### src/rtl/plat_color_picker.sv
// rtl/plat_color_picker.sv - per-round ball/platform colour picker driven by a free-running Galois LFSR
// Draws are taken from the live LFSR state each cycle; rejected draws retry until a fallback applies.
module plat_color_picker #(
  parameter int                NUM_PLATS = 4,
  parameter int                COLOR_W   = 3,
  parameter int                LFSR_W    = 16,
  parameter logic [LFSR_W-1:0] TAPS      = 16'hB400,
  parameter logic [LFSR_W-1:0] SEED      = 16'hACE1,
  parameter int                MAX_TRIES = 7,
  localparam int               IDX_W     = (NUM_PLATS > 2) ? $clog2(NUM_PLATS) : 1
) (
  input  logic                           clk,
  input  logic                           reset,
  input  logic                           start,
  input  logic                           seed_load,
  input  logic [LFSR_W-1:0]              seed_in,
  output logic                           busy,
  output logic                           done,
  output logic [COLOR_W-1:0]             new_color_ball,
  output logic [NUM_PLATS*COLOR_W-1:0]   new_color_plats,
  output logic [IDX_W-1:0]               match_idx,
  output logic [LFSR_W-1:0]              lfsr_out
);

  localparam int                 TRY_W     = (MAX_TRIES > 0) ? $clog2(MAX_TRIES + 1) : 1;
  localparam logic [TRY_W-1:0]   TRY_LIMIT = TRY_W'(MAX_TRIES);
  localparam logic [IDX_W-1:0]   LAST_IDX  = IDX_W'(NUM_PLATS - 1);
  localparam logic [IDX_W:0]     PLATS_LIM = (IDX_W + 1)'(NUM_PLATS);
  localparam logic [COLOR_W-1:0] COLOR_MAX = '1;
  localparam logic [COLOR_W-1:0] COLOR_ONE = COLOR_W'(1);
  localparam logic [COLOR_W-1:0] COLOR_TWO = COLOR_W'(2);

  typedef enum logic [1:0] {ST_IDLE, ST_BALL, ST_POS, ST_FILL} state_t;

  state_t                         state, state_next;
  logic [LFSR_W-1:0]              lfsr, lfsr_step;
  logic [TRY_W-1:0]               tries;
  logic [COLOR_W-1:0]             prev_ball, ball_w;
  logic [IDX_W-1:0]               pos_w, k;
  logic [NUM_PLATS*COLOR_W-1:0]   plats_w, plats_upd;
  logic [COLOR_W-1:0]             cand_c, ball_pick, fill_pick;
  logic [IDX_W-1:0]               cand_p, pos_pick;
  logic                           exhausted, pick_done, commit;

  // All-zero is a lock-up state for the shift register, so it is replaced by SEED.
  always_comb begin
    lfsr_step = lfsr[0] ? ((lfsr >> 1) ^ TAPS) : (lfsr >> 1);
    if (lfsr_step == '0) begin
      lfsr_step = SEED;
    end
  end

  always_ff @(posedge clk) begin
    if (reset) begin
      lfsr <= SEED;
    end else if (seed_load) begin
      lfsr <= (seed_in == '0) ? SEED : seed_in;
    end else begin
      lfsr <= lfsr_step;
    end
  end

  always_ff @(posedge clk) begin
    if (reset) begin
      state <= ST_IDLE;
    end else begin
      state <= state_next;
    end
  end

  // A valid candidate always wins; the fallback only replaces a rejected draw once retries are spent.
  always_comb begin
    cand_c     = lfsr[COLOR_W-1:0];
    cand_p     = lfsr[LFSR_W-1 -: IDX_W];
    exhausted  = (tries == TRY_LIMIT);
    ball_pick  = (prev_ball == COLOR_MAX) ? COLOR_ONE : prev_ball + COLOR_ONE;
    fill_pick  = (ball_w == COLOR_ONE) ? COLOR_TWO : COLOR_ONE;
    pos_pick   = '0;
    pick_done  = 1'b0;
    state_next = state;
    case (state)
      ST_IDLE: begin
        if (start) begin
          state_next = ST_BALL;
        end
      end
      ST_BALL: begin
        if (cand_c != '0 && cand_c != prev_ball) begin
          ball_pick = cand_c;
          pick_done = 1'b1;
        end else if (exhausted) begin
          pick_done = 1'b1;
        end
        if (pick_done) begin
          state_next = ST_POS;
        end
      end
      ST_POS: begin
        if ({1'b0, cand_p} < PLATS_LIM) begin
          pos_pick  = cand_p;
          pick_done = 1'b1;
        end else if (exhausted) begin
          pick_done = 1'b1;
        end
        if (pick_done) begin
          state_next = ST_FILL;
        end
      end
      ST_FILL: begin
        if (k == pos_w) begin
          fill_pick = ball_w;
          pick_done = 1'b1;
        end else if (cand_c != '0 && cand_c != ball_w) begin
          fill_pick = cand_c;
          pick_done = 1'b1;
        end else if (exhausted) begin
          pick_done = 1'b1;
        end
        if (pick_done && k == LAST_IDX) begin
          state_next = ST_IDLE;
        end
      end
      default: state_next = ST_IDLE;
    endcase
  end

  assign commit = (state == ST_FILL) && (state_next == ST_IDLE);

  always_comb begin
    plats_upd = plats_w;
    plats_upd[k*COLOR_W +: COLOR_W] = fill_pick;
  end

  always_ff @(posedge clk) begin
    if (reset) begin
      tries           <= '0;
      ball_w          <= '0;
      pos_w           <= '0;
      k               <= '0;
      plats_w         <= '0;
      prev_ball       <= '0;
      new_color_ball  <= '0;
      new_color_plats <= '0;
      match_idx       <= '0;
      done            <= 1'b0;
    end else begin
      done <= commit;
      if (state == ST_IDLE || pick_done) begin
        tries <= '0;
      end else begin
        tries <= tries + TRY_W'(1);
      end
      case (state)
        ST_BALL: begin
          if (pick_done) begin
            ball_w <= ball_pick;
          end
        end
        ST_POS: begin
          if (pick_done) begin
            pos_w <= pos_pick;
            k     <= '0;
          end
        end
        ST_FILL: begin
          if (pick_done) begin
            plats_w <= plats_upd;
            k       <= k + IDX_W'(1);
          end
        end
        default: ;
      endcase
      // The final platform is written on the same edge, so commit takes the updated vector.
      if (commit) begin
        new_color_ball  <= ball_w;
        new_color_plats <= plats_upd;
        match_idx       <= pos_w;
        prev_ball       <= ball_w;
      end
    end
  end

  assign busy     = (state != ST_IDLE);
  assign lfsr_out = lfsr;

endmodule

### config.mk
export PLATFORM = sky130hd
export DESIGN_NAME = plat_color_picker
export DESIGN_NICKNAME = d
export VERILOG_FILES = /design/src/rtl/plat_color_picker.sv
export SDC_FILE = /design/constraint.sdc
export NUM_CORES = 1
export LEC_CHECK = 0
export BUFFER_PORTS_ARGS = -buffer_cell sky130_fd_sc_hd__buf_2
export CAP_MARGIN = 15
export CORE_MARGIN = 8
export CORE_UTILIZATION = 55
export CTS_CLUSTER_SIZE = 24
export DETAILED_ROUTE_END_ITERATION = 7
export GPL_ROUTABILITY_DRIVEN = 0
export PLACE_DENSITY = 0.86
export SLEW_MARGIN = 20
export SYNTH_ARGS = -nofsm -noshare
export SYNTH_HDL_FRONTEND = slang
export SYNTH_SLANG_ARGS = --single-unit
### constraint.sdc
create_clock -name clk -period 2.2 [get_ports clk]
set_clock_uncertainty 0.05 [all_clocks]
set_input_delay 0.22 -clock clk [delete_from_list [all_inputs] [get_ports clk]]
set_output_delay 0.22 -clock clk [all_outputs]
set_load 0.01 [all_outputs]
==> impl_metrics.tcl <==
set metrics [dict create \
    ys_warn_count 0 \
    synth-adder-area-share_pct 3.785 \
    hp-start "seed_in[9]" \
    maxCapViolations 0 \
    clock_sinks 55 \
    tightest_slew_ps 653.4 \
    async_flop_share_pct 0 \
    synth_top_area_share_pct 37.01 \
    cts.path.max_buffers 2 \
    critPathBufInv 1 \
    reg2reg_to "tries[1]$_SDFF_PP0_" \
    die_x_um 89.55 \
    endpoint_kind "register" \
    num-fill-cells 399 \
    grt_usage_pct 18.20 \
    yosysTopAreaCell "dfxtp_1" \
    critPathKind "reg2reg" \
    first_pass_iters 4 \
    period_needed_ps 2025 \
    fin_crit_sh_pct 92.03 \
    finalCoreUtilization_pct 66.09 \
    met3_usage_pct 4.320 \
    slew_viol_final 0 \
    multiInputGateArea_um2 1689 \
    dpl.cell_count 425 \
    clock.fmax_ghz 0.4939 \
    peakVddDrop_v 0.0004101 \
    rows 26 \
    cts_setup_buffers 0 \
    use_met1_pct 22.81 \
    clkSlewWorstSetupHoldPaths_ps 90 \
    route.detailed.drc 0 \
    ys_seq_elements 55 \
    die_y_um 89.55 \
    grt-ovfl-total 0 \
    place_hpwl_um 5165 \
    fin_worst_hold_slack_ps 113.4 \
    grt_pass1_wl_um 11410 \
    start_util_pct 57.52 \
    hold_path_class "in2reg" \
    grtUsageMet2_pct 29.61 \
    grt_max_degree 31 \
    slowest_delay_ps 540 \
    timing.rr.start "lfsr_out[2]$_SDFF_PP0_" \
    ff2ff_path_depth 7 \
    critPathMaxFanout 8 \
    syn_area_per_cell_um2 9.885 \
    final_nets 391 \
    vias_per_cell 5.708 \
    synth_fp_nets 330 \
    num_io_pins 55 \
    yosysSeqAreaShare_pct 37.01 \
    dp_slack_ps 139.0 \
    final_cell_mix "dfxtp_1 (54), buf_2 (54), nor2_1 (32)" \
    power_mw 2.086 \
    p_leak_nw 1.361 \
    cts_root_buffer "clkbuf_8" \
    cts_made_buffers 5 \
    synth_compound_gate_area_share_pct 19.26 \
    cts_resized 0 \
    htreeDepth 2 \
    synthXorXnorAreaFrac_pct 3.238 \
    rsz0062_at_grt "false" \
    dr.first_iter.drc_count 185 \
    hold_path_end "lfsr_out[9]$_SDFF_PP0_" \
    holdBufCountCts 0 \
    ant_nets 0 \
    relSlewSlack_pct 56.44 \
    via_count 2466 \
    antenna_found_initial 0 \
    wl_per_cell_um 16.25 \
    top_usage_layer "met2" \
    synth_cell_types 66 \
    fin_cells 432 \
    diodes 0 \
    cp-start-kind "register" \
    drive_gt1_share_pct 31.77 \
    synthMuxAreaShare_pct 4.037 \
    synth_top_family_by_area "simple AND/OR/NAND/NOR gates" \
    synth-simple-area-share_pct 25.90 \
    core_area_um2 5172 \
    crit_slowest_cell "dfxtp_1" \
    synth_edf_count 0 \
    routed_wl_um 7021 \
    critical_path.top_delay_family "compound AO/OA/AOI/OAI gates" \
    die_area_um2 8019 \
    setup-tns-final_ps 0 \
    hold_viol_final 0 \
    design_area_um2 3418 \
    synth_area_leaders "dfxtp_1 (37%), mux2i_1 (4.0%), nor2_1 (4.0%)" \
    pwr_density_cell_nw_per_um2 610.1 \
    required_ps 2360 \
    clk_latency_ps 310 \
    ys.flop_type "dfxtp_1" \
    setup_viol 0 \
    status "completed" \
    areaGrowthSynthToFinish_pct 14.89 \
    syn_area_um2 2975 \
    fin_ws_ps 175.4 \
    crit_chain "buf_4 > o21ai_0 > a31oi_1 > o211ai_2 > a211o_1 > nor4b_4 > and2_1" \
    io_buffers 54 \
    ff_latch_area_um2 1102 \
    grt_pass1_vias 2357 \
    reg2reg_slack_ps 180 \
    synth_cells 301 \
    hold_depth 3 \
    cts_tree "done" \
    postPlaceCellArea_um2 3298 \
    arrival_ps 2180 \
]
[final cells by class]
| cell class | instances | area share, % |
|---|---|---|
| clock inverters | 1 | 0.8785 |
| inverters | 5 | 0.5490 |
| repair buffers | 72 | 12.23 |
| multi-input cells | 223 | 49.41 |
| well taps | 70 | 2.562 |
| clock buffers | 6 | 2.123 |
| flip-flops and latches | 55 | 32.25 |
[registers in the layout, summed over array words and instances, names as in the netlist]
register / cells
k: 2
match_idx: 2
pos_w: 2
new_color_plats: 12
done: 1
tries: 3
plats_w: 9
state: 2
prev_ball: 3
ball_w: 3
lfsr_out: 16
[worst max path at each step]
stage	to	slack, ps	from	depth (start not counted)
final	tries[1]$_SDFF_PP0_	180	lfsr_out[2]$_SDFF_PP0_	7
after global routing	tries[1]$_SDFF_PP0_	30	lfsr_out[2]$_SDFF_PP0_	7
after CTS	plats_w[6]$_SDFFE_PP0P_	70	k[0]$_SDFFE_PP0P_	5
after detailed placement	plats_w[6]$_SDFFE_PP0P_	140	k[0]$_SDFFE_PP0P_	5
after global placement	new_color_plats[11]$_SDFFE_PP0P_	210	k[0]$_SDFFE_PP0P_	5
after floorplan	new_color_plats[9]$_SDFFE_PP0P_	320	k[0]$_SDFFE_PP0P_	5
[Yosys cell counts, types with 3 or more instances]
cell type	n
and2_1	3
dfxtp_1	55
a22o_2	3
buf_6	6
inv_1	5
xnor2_1	9
mux2i_1	12
a31o_1	3
a32o_1	4
a21oi_2	4
a22o_1	7
nor3_2	3
ha_1	9
o22ai_1	8
nor2_1	32
a22oi_1	6
clkbuf_1	4
nand3_1	9
a211oi_1	4
nand2_1	12
nor2b_1	14
a21oi_1	10
nor4_1	5
nand2b_1	17
or3b_2	3
buf_4	3
[cell families (layout without fill, tap and decap cells)]
| group | Yosys count | after routing |
|---|---|---|
| AOI/OAI and AO/OA | 68 | 68 |
| muxes | 12 | 12 |
| DFF | 55 | 55 |
| and+or+nand+nor | 123 | 123 |
| buffers and inverters | 23 | 84 |
| adders and majority gates | 9 | 9 |
| xor gates and xnor gates | 11 | 11 |
[power by group]
| group | leakage, nW | switching (mW) | internal, mW |
|---|---|---|---|
| clock network | 0.0513 | 0.310 | 0.334 |
| registers | 0.449 | 0.0523 | 1.03 |
| logic | 0.860 | 0.201 | 0.156 |
[worst register-to-register path, cell delays in order (launching register included)]
cell and delay (ps):
dfxtp_1 540, buf_4 210, o21ai_0 70, a31oi_1 200, o211ai_2 130, a211o_1 390
nor4b_4 160, and2_1 190
[layer usage]
| metal | wire length (um) | part of all wire, % | vias to the layer above |
|---|---|---|---|
| met5 | 0 | 0 | - |
| met4 | 107 | 1.5 | 0 |
| met3 | 348 | 5.0 | 10 |
| met2 | 3568 | 51 | 69 |
| met1 | 2996 | 43 | 1166 |
| li1 | - | - | 1221 |
Power figures use the tool's default switching activity.
